--- config.mk ---
export PLATFORM = sky130hd
export DESIGN_NAME = irq_arbiter
export DESIGN_NICKNAME = d
export VERILOG_FILES = /design/src/rtl/irq_arbiter_pkg.sv /design/src/rtl/irq_arbiter_prio_enc.sv /design/src/rtl/irq_arbiter.sv
export SDC_FILE = /design/constraint.sdc
export NUM_CORES = 1
export LEC_CHECK = 0
export ABC_AREA = 1
export BUFFER_PORTS_ARGS = -buffer_cell sky130_fd_sc_hd__buf_2
export CELL_PAD_IN_SITES_DETAIL_PLACEMENT = 1
export CELL_PAD_IN_SITES_GLOBAL_PLACEMENT = 1
export CORE_MARGIN = 4
export CORE_UTILIZATION = 41
export CTS_CLUSTER_SIZE = 10
export DETAILED_ROUTE_END_ITERATION = 7
export GPL_ROUTABILITY_DRIVEN = 0
export GPL_TIMING_DRIVEN = 0
export HOLD_SLACK_MARGIN = 0.06
export PLACE_DENSITY_LB_ADDON = 0.25
export SYNTH_ARGS = -nofsm -noshare
export SYNTH_HDL_FRONTEND = slang
export SYNTH_HIERARCHICAL = 1
export SYNTH_SLANG_ARGS = --single-unit
--- constraint.sdc ---
create_clock -name I_clk -period 4.18 [get_ports I_clk]
set_clock_uncertainty 0.2 [all_clocks]
set_input_delay 0.418 -clock I_clk [delete_from_list [all_inputs] [get_ports I_clk]]
set_output_delay 0.418 -clock I_clk [all_outputs]
set_load 0.02 [all_outputs]
--- src/rtl/irq_arbiter_pkg.sv ---
// irq_arbiter shared types: FSM states, register offsets, ID width.
// Optional round-robin selection enabled by IRQ_ARBITER_ROUND_ROBIN_EN.
package irq_arbiter_pkg;

  typedef enum logic {
    IDLE,
    BUSY
  } state_e;

  localparam logic [3:0] ADDR_ENABLE   = 4'h0;
  localparam logic [3:0] ADDR_PENDING  = 4'h4;
  localparam logic [3:0] ADDR_CLAIM    = 4'h8;
  localparam logic [3:0] ADDR_COMPLETE = 4'hC;

  localparam int ID_W = 5;

endpackage

--- src/rtl/irq_arbiter_prio_enc.sv ---
// Rotating-base priority encoder: first set req at or after base, wrapping.
// Returns index+1 as the ID; base=0 gives plain lowest-ID-wins.
module irq_arbiter_prio_enc
  import irq_arbiter_pkg::*;
#(
  parameter int NSRC = 8
) (
  input  logic [NSRC-1:0] req,
  input  logic [ID_W-1:0] base,
  output logic            valid,
  output logic [ID_W-1:0] id
);

  always_comb begin
    int j;
    j     = 0;
    valid = 1'b0;
    id    = '0;
    for (int k = 0; k < NSRC; k++) begin
      j = int'(base) + k;
      if (j >= NSRC) j = j - NSRC;
      if (!valid && req[j]) begin
        valid = 1'b1;
        id    = ID_W'(j + 1);
      end
    end
  end

endmodule

--- src/rtl/irq_arbiter.sv ---
// External interrupt controller with claim/complete single-service tracking.
// Define IRQ_ARBITER_ROUND_ROBIN_EN for rotating priority after each claim.
module irq_arbiter
  import irq_arbiter_pkg::*;
#(
  parameter int NSRC = 8
) (
  input  logic            I_clk,
  input  logic            I_rst,
  input  logic [NSRC-1:0] I_src,
  input  logic [3:0]      I_addr,
  input  logic            I_wen,
  input  logic            I_ren,
  input  logic [31:0]     I_wdata,
  output logic [31:0]     O_rdata,
  output logic            O_extinterrupt,
  output logic [ID_W-1:0] O_claimid
);

  state_e state_q, state_d;

  logic [NSRC-1:0] enable_q;
  logic [NSRC-1:0] pending_q;
  logic [NSRC-1:0] pending_d;
  logic [NSRC-1:0] cand;
  logic [NSRC-1:0] svc_mask;
  logic [NSRC-1:0] clr_mask;

  logic [ID_W-1:0] claimid_q;
  logic [ID_W-1:0] claimid_d;
  logic [ID_W-1:0] win_id;
  logic [ID_W-1:0] base;

  logic        win_valid;
  logic        sel_en;
  logic        sel_pend;
  logic        sel_claim;
  logic        sel_cmpl;
  logic        claim_rd;
  logic        cmpl_wr;
  logic        claim_fire;
  logic        irq_q;
  logic [31:0] rdata_d;
  logic [31:0] rdata_q;
  logic        unused_wdata;

  assign sel_en    = I_addr == ADDR_ENABLE;
  assign sel_pend  = I_addr == ADDR_PENDING;
  assign sel_claim = I_addr == ADDR_CLAIM;
  assign sel_cmpl  = I_addr == ADDR_COMPLETE;

  assign cand     = pending_q & enable_q;
  assign claim_rd = I_ren && sel_claim;
  assign cmpl_wr  = I_wen && sel_cmpl;

  assign unused_wdata = ^I_wdata;

  irq_arbiter_prio_enc #(
    .NSRC(NSRC)
  ) u_prio (
    .req  (cand),
    .base (base),
    .valid(win_valid),
    .id   (win_id)
  );

`ifdef IRQ_ARBITER_ROUND_ROBIN_EN
  logic [ID_W-1:0] rr_base_q;

  // Next search starts just past the claimed source.
  always_ff @(posedge I_clk or posedge I_rst) begin
    if (I_rst) begin
      rr_base_q <= '0;
    end else if (claim_fire) begin
      rr_base_q <= (win_id == ID_W'(NSRC)) ? '0 : win_id;
    end
  end

  assign base = rr_base_q;
`else
  assign base = '0;
`endif

  always_comb begin
    state_d    = state_q;
    claimid_d  = claimid_q;
    claim_fire = 1'b0;
    unique case (state_q)
      IDLE: begin
        if (claim_rd && win_valid) begin
          claim_fire = 1'b1;
          claimid_d  = win_id;
          state_d    = BUSY;
        end
      end
      BUSY: begin
        if (cmpl_wr &&
            I_wdata[ID_W-1:0] == claimid_q) begin
          claimid_d = '0;
          state_d   = IDLE;
        end
      end
      default: state_d = IDLE;
    endcase
  end

  // Claim clears win over a same-edge set of the claimed source.
  always_comb begin
    svc_mask = '0;
    clr_mask = '0;
    for (int i = 0; i < NSRC; i++) begin
      svc_mask[i] = (state_q == BUSY) &&
                    (claimid_q == ID_W'(i + 1));
      clr_mask[i] = claim_fire &&
                    (win_id == ID_W'(i + 1));
    end
    pending_d = (pending_q | (I_src & ~svc_mask))
              & ~clr_mask;
  end

  always_comb begin
    rdata_d = '0;
    unique case (1'b1)
      sel_en:   rdata_d = 32'(enable_q);
      sel_pend: rdata_d = 32'(pending_q);
      sel_claim: begin
        if (state_q == BUSY)
          rdata_d = 32'(claimid_q);
        else if (win_valid)
          rdata_d = 32'(win_id);
      end
      default:  rdata_d = '0;
    endcase
  end

  always_ff @(posedge I_clk or posedge I_rst) begin
    if (I_rst) begin
      state_q   <= IDLE;
      claimid_q <= '0;
      enable_q  <= '0;
      pending_q <= '0;
      rdata_q   <= '0;
      irq_q     <= 1'b0;
    end else begin
      state_q   <= state_d;
      claimid_q <= claimid_d;
      pending_q <= pending_d;
      if (I_wen && sel_en)
        enable_q <= I_wdata[NSRC-1:0];
      if (I_ren)
        rdata_q <= rdata_d;
      irq_q <= (state_q == IDLE) && !claim_fire
             && (|cand);
    end
  end

  assign O_rdata        = rdata_q;
  assign O_extinterrupt = irq_q;
  assign O_claimid      = claimid_q;

endmodule
==> results of run 1 <==
[critical path: cells and delay by family, from the launching register on]
family          cells  cell delay [ns]
flops               1             0.39
compound gates      2             0.36
buf+inv             5             0.60
simple gates       11             1.32
[layout make-up]
class / instances / area (sq um)
Fill cell: 1378 / 4680
Inverter: 92 / 349
Tap cell: 129 / 161
Multi-Input combinational cell: 554 / 2820
Timing Repair Buffer: 38 / 218
Buffer: 34 / 254
Sequential cell: 31 / 776
Clock buffer: 6 / 82.6
Clock inverter: 2 / 35.0
[per-stage QoR]
stage	worst slack (ns)	total power [mW]	area (sq um)	cells
after floorplan	1.84	0.819	4200	711
after global placement	1.41	0.910	4540	876
after detailed placement	1.32	0.924	4540	876
after CTS	1.26	1.24	4650	884
after global routing	0.968	1.41	4690	886
final	1.19	1.30	4690	886
[cell families after synthesis]
kind of cell	count (synthesis)	synth area share, %
AOI/OAI and AO/OA	59	8.90
xor gates and xnor gates	21	5.17
adders and majority gates	26	8.15
buffers and inverters	126	15.1
DFF	31	19.4
other	1	0.0939
and+or+nand+nor	393	43.2
[layout by cell type, fill, tap and decap left out, types with 2 or more instances in the layout]
master / instances
inv_2: 9
a21oi_1: 11
nand4_1: 8
o211ai_1: 3
clkinv_2: 2
nor3_1: 6
nand2_1: 235
nand3_2: 2
a21oi_2: 2
o21ai_1: 5
nand3_1: 60
buf_6: 3
inv_1: 81
xnor2_1: 4
nor4_1: 3
a31oi_1: 2
buf_2: 41
o22ai_1: 6
o21ai_0: 18
nor2_4: 3
o21ai_2: 4
xor2_1: 14
o21a_1: 2
nand2_2: 16
buf_4: 26
nand2_4: 3
nor2_1: 51
clkbuf_8: 6
xor2_2: 2
ha_1: 26
nand3b_1: 3
conb_1: 55
dfrtp_1: 31
o31ai_1: 4
[power by group through the flow]
stage               registers (mW)  logic [mW]  clock network (mW)
floorplan                    0.370       0.449                   0
global placement             0.362       0.548                   0
detailed placement           0.363       0.561                   0
CTS                          0.358       0.566               0.319
global route                 0.363       0.708               0.334
finish                       0.358       0.630               0.314
[flip-flops by register name, indices dropped and copies added (netlist names)]
register,count
enable_q,8
O_rdata,8
O_extinterrupt,1
pending_q,8
state_q,1
O_claimid,5
[path summary, 6_finish.rpt]
path	cells after the start	endpoint	slack [ns]	from
min in group asynchronous	3	O_rdata[5]	0.53	I_rst
max	18	pending_q[5]	1.19	enable_q[0]
min	3	enable_q[6]	0.16	I_wdata[6]
min reg2reg	2	O_rdata[7]	0.27	O_rdata[7]
max in group asynchronous	4	O_claimid[3]	2.79	I_rst
max reg2reg	18	pending_q[5]	1.19	enable_q[0]
[per-layer routing]
layer	track usage [%]	vias to the layer above
met5	0	-
met4	6.21	0
met3	2.77	22
met2	40.2	73
met1	29.1	2068
li1	-	2180
==> metrics.csv, run 1 <==
stage;metric;value;unit
placement;Port Buffers;36;
synthesis;#FFs+latches synth;31;
clock_network;clock-pin slew on the worst setup and hold paths;0.07;ns
clock_network;number of hold buffers added after CTS;0;
global_route;largest net degree at the start of global routing;32;
synthesis;Synth warnings;6;
clock_network;clock latency on the worst-skew pair;0.29;ns
clock_network;CTS resizes;0;
worst_setup_path;crit-path cells;nand2_1, inv_1, nand2_1, nand3_1, nand2_1, nand2_1, nand2_2, nand3_4, clkinv_2, nand4_1, inv_1, a21oi_1, nand2_1, nand4_1, inv_1, nand3_1, o31ai_1, inv_1;
routing;highest routed layer;met4;
clock_network;CTS Sinks;31;
placement;dpl hpwl;10.5;mm
synthesis;cell with the most instances after synthesis;nand2_1;
routing;average vias per placed instance;4.90;
synthesis;sequential share of the synthesized area;19.4;%
pwr;Psw;576;uW
run_status;status;completed;
worst_setup_path;worst setup path class;flip-flop to flip-flop;
global_route;total gr overflow;0;
synthesis;Mapped Avg Cell Area;6.08;sq um
sta;Slew Limit Fails;0;
routing;wire length on met1;5.53;mm
worst_setup_path;CP required;4.15;ns
synthesis;synth unique cells;40;
pwr;Peak VDD IR;0.000131;V
worst_setup_path;crit-path most repeated cell;nand2_1;
clock_network;CTS tree;built;
synthesis;asr flop ratio synth;100;%
floorplanning;die area;0.0114;sq mm
synthesis;predominant post-synthesis flop cell;dfrtp_1;
sta;Tmin final;2.99;ns
floorplanning;core area;0.00937;sq mm
final_layout;Area growth syn-to-layout;17.5;%
floorplanning;# IOs;86;
floorplanning;# rows;35;
sta;Final Hold Viols;0;
clock_network;CTS root buffer;clkbuf_8;
final_layout;n_diodes;0;
routing;Pre-antenna DRT Iters;4;
pwr;Combinational Power Share;48.4;%
sta;RSZ-0062 raised after global routing;false;
pwr;switching share of power;44.2;%
routing;vias;4343;
clock_network;H-tree levels;2;
synthesis;Yosys top cell by area;nand2_1;
final_layout;fin nets;830;
worst_setup_path;highest-delay cell along the critical path;dfrtp_1;
routing;metal2 WL;6.49;mm
global_route;GRT Total Usage;22.7;%
final_layout;Layout Utilization;50.1;%
final_layout;share of cells above drive strength 1;16.6;%
routing;met3 WL post-DR;388;microns
worst_setup_path;Startpoint Class;flip-flop;
floorplanning;Starting Density;42.6;%
sta;Setup-failing EPs final;0;
routing;DRT antenna net count;0;
worst_setup_path;Crit. End Element;flip-flop;
synthesis;Mapped Cells;657;
global_route;initial antenna violation count;0;
clock_network;Longest Clk Path Bufs;2;
pwr;Power Dens Cells;278;mW/mm^2
worst_setup_path;worst-path fanout max;7;
routing;initial DRC count;206;
pwr;Internal Dissipation;726;uW
min_path;Worst Hold Class;primary input to flip-flop;
worst_setup_path;CP peak stage delay;0.39;ns
synthesis;Post-synth EDFFs;0;
sta;Max Fclk;0.334;GHz
sta;share of the clock period used by the worst path;71.6;%
clock_network;TritonCTS buffer count;5;
sta;hold_ws;0.160;ns
synthesis;top-area cell type share of the netlist area;22.1;%
synthesis;top post-synthesis cells by count;235 x nand2_1, 81 x inv_1, 60 x nand3_1, 51 x nor2_1, 31 x dfrtp_1;
floorplanning;die height;107;microns
clock_network;setup bufs post-CTS;0;
flow_run;number of max-cap violations;0;
routing;# DRC;0;
synthesis;ranking of synthesized cells by area;nand2_1 22%, dfrtp_1 19%, ha_1 8.1%;
sta;Setup TNS;0;ns
pwr;clock share of power;24.1;%
global_route;vias in the first global route;4532;
pwr;sequential share of power;27.5;%
floorplanning;DIE WIDTH;107;microns
synthesis;area of the mapped netlist;0.00399;sq mm
routing;final WL;12.6;mm
pwr;leak pwr;2.66;nW
worst_setup_path;critical path arrival;2.96;ns
routing;DR WL/cell;14.3;microns
global_route;first-pass GRT wire length;21.2;mm
(Power assumes the default switching activity.)
==> run 2: changes to the inputs <==
--- a/config.mk
+++ b/config.mk
@@ -5,12 +5,12 @@
 export SDC_FILE = /design/constraint.sdc
 export NUM_CORES = 1
 export LEC_CHECK = 0
-export ABC_AREA = 1
+export ABC_AREA = 0
 export BUFFER_PORTS_ARGS = -buffer_cell sky130_fd_sc_hd__buf_2
 export CELL_PAD_IN_SITES_DETAIL_PLACEMENT = 1
 export CELL_PAD_IN_SITES_GLOBAL_PLACEMENT = 1
 export CORE_MARGIN = 4
-export CORE_UTILIZATION = 41
+export CORE_UTILIZATION = 42
 export CTS_CLUSTER_SIZE = 10
 export DETAILED_ROUTE_END_ITERATION = 7
 export GPL_ROUTABILITY_DRIVEN = 0
==> constraint.sdc (replaced) <==
create_clock -name I_clk -period 3.1 [get_ports I_clk]
set_clock_uncertainty 0.2 [all_clocks]
set_input_delay 0.31 -clock I_clk [delete_from_list [all_inputs] [get_ports I_clk]]
set_output_delay 0.31 -clock I_clk [all_outputs]
set_load 0.02 [all_outputs]
==> run 2 against run 1 <==
The flow now finishes with violations (setup timing). Non-clock buffer count grew 51. Combinational power grew to 3.2 times the previous value. Setup slack lost 1.5 ns. Register-to-register slack lost 1.5 ns.
==> metrics.csv, run 2 <==
stage;metric;value;unit;change
floorplanning;Starting Density;43.4;%;+0.76 points
clock_network;CTS tree;built;;
min_path;Worst Hold Class;primary input to flip-flop;;
floorplanning;# IOs;86;;unchanged
worst_setup_path;critical path arrival;3.38;ns;+0.42 ns
pwr;Power Dens Cells;528;mW/mm^2;+90%
worst_setup_path;Buf+Inv Stages, Crit Path;0;;-5
pwr;Psw;1.39;mW;+140%
routing;# DRC;0;;unchanged
sta;Tmin final;3.41;ns;+0.414 ns
final_layout;Reg area;779;sq um;+0.48%
synthesis;top-area cell type share of the netlist area;18.2;%;-3.9 points
final_layout;Filler cells;1223;;-11%
final_layout;n_diodes;0;;unchanged
synthesis;asr flop ratio synth;100;%;unchanged
synthesis;area of the mapped netlist;0.00426;sq mm;+6.6%
flow_run;number of max-cap violations;0;;unchanged
placement;Place WS;-0.563;ns;-1.88 ns
routing;final WL;16.4;mm;+30%
final_layout;Layout Utilization;56.1;%;+6.1 points
synthesis;Yosys top cell by area;dfrtp_1;;
clock_network;clock latency on the worst-skew pair;0.29;ns;about the same
global_route;largest net degree at the start of global routing;32;;unchanged
clock_network;CTS root buffer;clkbuf_8;;
pwr;switching share of power;48.0;%;+3.7 points
placement;dpl hpwl;10.7;mm;+2.2%
worst_setup_path;worst-path fanout max;5;;-2
pwr;Power Total;2.91;mW;+120%
sta;RSZ-0062 raised after global routing;true;;
sta;Final Hold Viols;0;;unchanged
synthesis;top post-synthesis cells by count;42 x a21oi_1, 35 x nand2_1, 31 x dfrtp_1, 27 x buf_4, 27 x nor2_1;;
worst_setup_path;delay-heaviest family, CP;compound AO/OA/AOI/OAI gates;;
routing;metal2 WL;8.00;mm;+23%
floorplanning;core area;0.00982;sq mm;+4.8%
pwr;Internal Dissipation;1.51;mW;+110%
floorplanning;die height;109;microns;+1.9%
routing;Pre-antenna DRT Iters;5;;+1
sta;hold_ws;0.0815;ns;-0.0780 ns
clock_network;CTS Sinks;31;;unchanged
routing;wire length on met1;6.99;mm;+26%
worst_setup_path;crit-path cells;and2_1, mux4_2, mux2i_4, nand2_4, or4b_4, o31ai_4, o211ai_1, a22oi_2, a21oi_2, a221o_1;;
worst_setup_path;Startpoint Class;flip-flop;;
synthesis;Mapped Avg Cell Area;8.41;sq um;+38%
routing;met3 WL post-DR;990;microns;+160%
synthesis;synth unique cells;88;;+120%
final_layout;Design Area, Final;0.00551;sq mm;+17%
clock_network;clock-pin slew on the worst setup and hold paths;0.07;ns;about the same
pwr;sequential share of power;19.1;%;-8.4 points
routing;vias;4602;;+6.0%
placement;cell count after placement;725;;-17%
synthesis;ranking of synthesized cells by area;dfrtp_1 18%, ha_1 7.6%, a21oi_1 4.9%;;
routing;highest routed layer;met4;;
routing;initial DRC count;410;;+99%
synthesis;Synth warnings;6;;unchanged
floorplanning;DIE WIDTH;109;microns;+1.9%
synthesis;Mapped Cells;506;;-23%
sta;Slew Limit Headroom;16.5;%;
synthesis;#FFs+latches synth;31;;unchanged
sta;Slew Limit Fails;0;;unchanged
synthesis;Post-synth EDFFs;0;;unchanged
clock_network;Longest Clk Path Bufs;2;;unchanged
routing;DR WL/cell;21.2;microns;+49%
sta;Setup-failing EPs final;14;;+14
pwr;clock share of power;11.2;%;-13 points
sta;Worst Tran Pin Value;1.25;ns;
worst_setup_path;CP required;3.07;ns;-1.08 ns
sta;Max Fclk;0.294;GHz;-12%
pwr;leak pwr;2.42;nW;-9.0%
global_route;GRT Total Usage;26.3;%;+3.5 points
final_layout;most common cell after layout, fill and taps aside;buf_4;;
placement;Port Buffers;35;;-2.8%
final_layout;non-filler cells, final;773;;-13%
global_route;total gr overflow;0;;unchanged
global_route;first-pass GRT wire length;24.6;mm;+16%
sta;Setup TNS;-2.71;ns;-2.71 ns
run_status;status;finished with violations;;
sta;share of the clock period used by the worst path;110;%;+38 points
worst_setup_path;highest-delay cell along the critical path;mux4_2;;
routing;average vias per placed instance;5.95;;+21%
synthesis;cell with the most instances after synthesis;a21oi_1;;
floorplanning;# rows;36;;+2.9%
placement;Post-DP Area;0.00481;sq mm;+6.1%
clock_network;TritonCTS buffer count;5;;unchanged
global_route;initial antenna violation count;0;;unchanged
synthesis;sequential share of the synthesized area;18.2;%;-1.2 points
final_layout;share of cells above drive strength 1;30.8;%;+14 points
final_layout;Area growth syn-to-layout;29.4;%;
final_layout;most frequent cells in the layout;56 x buf_4, 52 x conb_1, 39 x buf_2;;
worst_setup_path;worst setup path class;flip-flop to flip-flop;;
run_status;failing checks;setup timing;;
final_layout;Multi-input gate area;0.00354;sq mm;+26%
routing;DRT antenna net count;0;;unchanged
worst_setup_path;Crit. End Element;flip-flop;;
final_layout;fin nets;713;;-14%
pwr;Combinational Power Share;69.7;%;+21 points
global_route;vias in the first global route;4661;;+2.8%
clock_network;H-tree levels;2;;unchanged
worst_setup_path;CP peak stage delay;0.53;ns;+0.14 ns
floorplanning;die area;0.0118;sq mm;+3.8%
pwr;Peak VDD IR;0.000264;V;+100%
sta;worst setup margin;-0.305;ns;-1.49 ns
synthesis;predominant post-synthesis flop cell;dfrtp_1;;
[run 2: repair_timing]
item | in CTS | in global routing
endpoints found under the hold margin | 3 | 0
buffers inserted | 23 | 16
endpoints found under the setup margin | 17 | 17
gates cloned | 0 | 0
hold buffers | 3 | 0
resized for setup | 35 | 37
pin swaps | 16 | 20
[run 2: path summary, 6_finish.rpt]
kind | slack, ns | cells past startpoint | start | to
worst max-delay path | -0.31 | 10 | pending_q[2] | O_rdata[3]
worst min-delay path | 0.08 | 3 | I_src[6] | pending_q[6]
worst max register to register | -0.31 | 10 | pending_q[2] | O_rdata[3]
worst min register to register | 0.34 | 2 | O_rdata[7] | O_rdata[7]
max in group asynchronous | 1.70 | 2 | I_rst | pending_q[6]
min in group asynchronous | 0.16 | 2 | I_rst | O_rdata[7]
[run 2: kinds of logic after synthesis]
logic type,Yosys count,synth area share (%)
adder cells (fa/ha/maj),26,7.64
AND/OR/NAND/NOR,165,22.5
AO/OA/AOI/OAI,146,23.8
multiplexers,31,11.0
buffers and inverters,74,9.79
XOR/XNOR,32,6.94
other,1,0.0881
flip-flops,31,18.2
[run 2: metal layers]
layer  GRT usage, %  vias up
li1               -     2063
met1           36.0     2286
met2           42.9      207
met3           4.03       46
met4           7.75        0
met5              0        -
[run 2: area by class of cell]
type	instances	share of cell area, %
well taps	133	3.02
plain buffers	48	5.86
clock inverters	1	0.0908
flip-flops and latches	31	14.1
inverters	26	1.86
repair buffers	75	9.40
multi-input cells	452	64.2
clock buffers	7	1.38
[run 2: power groups by stage]
stage	clock (mW)	sequential, mW	combinational (mW)
floorplan	0	0.581	1.04
global placement	0	0.548	1.30
detailed placement	0	0.551	1.33
CTS	0.317	0.546	1.59
global route	0.343	0.562	2.14
finish	0.325	0.555	2.03
[run 2: worst register-to-register path, delay by kind of cell (launching register included)]
kind	cells	cell delay [ns]
compound gates	5	1.00
simple gates	3	0.86
mux	2	0.80
flops	1	0.44
==> run 3: changes to the inputs <==
--- a/config.mk
+++ b/config.mk
@@ -17,6 +17,7 @@
 export GPL_TIMING_DRIVEN = 0
 export HOLD_SLACK_MARGIN = 0.06
 export PLACE_DENSITY_LB_ADDON = 0.25
+export SETUP_SLACK_MARGIN = 0.15
 export SYNTH_ARGS = -nofsm -noshare
 export SYNTH_HDL_FRONTEND = slang
 export SYNTH_HIERARCHICAL = 1
==> run 3 against run 2 <==
Register-to-register slack is essentially flat. Core utilization down 1.0 points. Die area unchanged. Non-clock buffer count down 13. Flip-flop and latch count did not move. The run still ends with setup timing left. Final cell count fell by 1.7%. Via count fell by 1.8%. Sequential share of layout area increased by 0.24 points.
==> metrics.csv, run 3 (same netlist as run 2, synthesis figures left out) <==
stage;metric;value;unit;change
routing;# DRC;0;;unchanged
clock_network;Longest Clk Path Bufs;2;;unchanged
floorplanning;core area;0.00982;sq mm;unchanged
global_route;largest net degree at the start of global routing;32;;unchanged
final_layout;Layout Utilization;55.1;%;-1.0 points
worst_setup_path;Crit. End Element;flip-flop;;
pwr;switching share of power;47.4;%;-0.57 points
global_route;total gr overflow;0;;unchanged
clock_network;clock latency on the worst-skew pair;0.29;ns;about the same
worst_setup_path;critical path arrival;3.39;ns;about the same
global_route;M2 GR Usage;41.7;%;-1.2 points
clock_network;CTS root buffer;clkbuf_8;;
worst_setup_path;RR Startpoint;enable_q[0];;
min_path;hold depth;3;;unchanged
worst_setup_path;Critical path origin;enable_q[0];;
clock_network;CTS tree;built;;
floorplanning;die height;109;microns;unchanged
flow_run;number of max-cap violations;0;;unchanged
global_route;first-pass GRT wire length;23.3;mm;-5.4%
placement;Post-DP Area;0.00481;sq mm;unchanged
global_route;GRT Total Usage;24.8;%;-1.5 points
routing;initial DRC count;340;;-17%
final_layout;Design Area, Final;0.00541;sq mm;-1.8%
pwr;Power Dens Cells;522;mW/mm^2;-1.0%
pwr;Power Total;2.83;mW;-2.8%
sta;Final Hold Viols;0;;unchanged
clock_network;H-tree levels;2;;unchanged
placement;dpl hpwl;10.7;mm;-0.23%
sta;worst setup margin;-0.316;ns;-0.0104 ns
pwr;Psw;1.34;mW;-4.0%
routing;Pre-antenna DRT Iters;5;;unchanged
sta;Tmin final;3.42;ns;+0.0104 ns
final_layout;share of cells above drive strength 1;27.8;%;-3.0 points
sta;Max Fclk;0.293;GHz;-0.30%
routing;vias;4520;;-1.8%
pwr;Peak VDD IR;0.000230;V;-13%
routing;DRT antenna net count;0;;unchanged
sta;Setup TNS;-2.89;ns;-0.176 ns
global_route;met1 GRT Util;33.9;%;-2.1 points
clock_network;CTS Sinks;31;;unchanged
sta;Slew Limit Headroom;47.4;%;+31 points
floorplanning;die area;0.0118;sq mm;unchanged
sta;share of the clock period used by the worst path;110;%;+0.33 points
global_route;gr busiest metal;met2;;
routing;final WL;15.5;mm;-5.4%
sta;Slew Limit Fails;0;;unchanged
sta;Worst Tran Pin Value;0.778;ns;-0.473 ns
global_route;met3 Use GR;2.55;%;-1.5 points
min_path;Worst Hold Class;primary input to flip-flop;;
final_layout;most common cell after layout, fill and taps aside;conb_1;;
floorplanning;Starting Density;43.4;%;unchanged
run_status;failing checks;setup timing;;
clock_network;TritonCTS buffer count;5;;unchanged
final_layout;most frequent cells in the layout;52 x conb_1, 48 x buf_4, 39 x buf_2;;
pwr;clock share of power;12.9;%;+1.7 points
final_layout;n_diodes;0;;unchanged
pwr;Internal Dissipation;1.49;mW;-1.7%
floorplanning;DIE WIDTH;109;microns;unchanged
clock_network;clock-pin slew on the worst setup and hold paths;0.07;ns;about the same
routing;average vias per placed instance;5.95;;-0.10%
routing;DR WL/cell;20.4;microns;-3.8%
pwr;Combinational Power Share;67.6;%;-2.1 points
worst_setup_path;worst-path fanout max;7;;+2
worst_setup_path;worst setup path class;flip-flop to flip-flop;;
pwr;leak pwr;2.36;nW;-2.3%
floorplanning;# IOs;86;;unchanged
worst_setup_path;CP required;3.07;ns;about the same
floorplanning;# rows;36;;unchanged
min_path;Worst Hold Launch;I_src[5];;
placement;Port Buffers;35;;unchanged
global_route;vias in the first global route;4496;;-3.5%
run_status;status;finished with violations;;
worst_setup_path;Startpoint Class;flip-flop;;
final_layout;Area growth syn-to-layout;27.1;%;
sta;hold_ws;0.0862;ns;+0.00471 ns
sta;Setup-failing EPs final;15;;+1
worst_setup_path;worst r2r path cells;10;;unchanged
sta;RSZ-0062 raised after global routing;true;;
pwr;sequential share of power;19.5;%;+0.4 points
final_layout;fin nets;700;;-1.8%
global_route;initial antenna violation count;0;;unchanged
==> run 3: worst max-delay path: stages (launching register included) <==
cell       delay [ns]
dfrtp_1          0.39
and2_4           0.18
mux4_2           0.51
a211oi_4         0.25
and3_1           0.32
nor2_2           0.12
a2111oi_2        0.48
a31oi_4          0.15
a22oi_1          0.26
a21oi_1          0.10
a221o_1          0.32
==> run 3: worst paths after layout <==
kind                       slack (ns)            to
max                             -0.32    O_rdata[0]
min                              0.09  pending_q[5]
max reg2reg                     -0.32    O_rdata[0]
min reg2reg                      0.34   enable_q[5]
max in group asynchronous        1.92  pending_q[6]
min in group asynchronous        0.34   enable_q[4]
==> run 3: layer usage <==
layer | share of wire (%) | routed length (microns) | vias to the layer above
met1 | 43 | 6700 | 2268
li1 | - | - | 2041
met3 | 5.9 | 914 | 34
met4 | 2.4 | 366 | 0
met5 | 0 | 0 | -
met2 | 49 | 7520 | 177
==> run 3: final cells by class <==
| class | instances | area, sq um |
|---|---|---|
| fillers | 1228 | 4410 |
| well taps | 133 | 166 |
| inverters | 26 | 103 |
| multi-input cells | 452 | 3530 |
| repair buffers | 62 | 420 |
| plain buffers | 48 | 319 |
| flip-flops and latches | 31 | 778 |
| clock buffers | 8 | 100 |
==> run 3: repair_timing <==
item / CTS / global route
pin swaps: 9 / 7
buffers inserted: 16 / 6
hold buffers: 3 / 1
gates cloned: 0 / 0
setup endpoints to repair: 18 / 19
hold endpoints to repair: 3 / 11
resized for setup: 24 / 31
==> run 3: power by group through the flow <==
| stage | Clock (mW) | Sequential, mW | Combinational (mW) |
|---|---|---|---|
| floorplan | 0 | 0.581 | 1.04 |
| global placement | 0 | 0.548 | 1.30 |
| detailed placement | 0 | 0.552 | 1.33 |
| CTS | 0.367 | 0.549 | 1.54 |
| global route | 0.391 | 0.561 | 2.03 |
| finish | 0.364 | 0.552 | 1.91 |
==> run 3: through the flow <==
step | setup slack [ns] | cells
after floorplan | -0.0686 | 557
after global placement | -0.454 | 725
after detailed placement | -0.546 | 725
after CTS | -0.227 | 752
after global routing | -0.430 | 760
final | -0.316 | 760
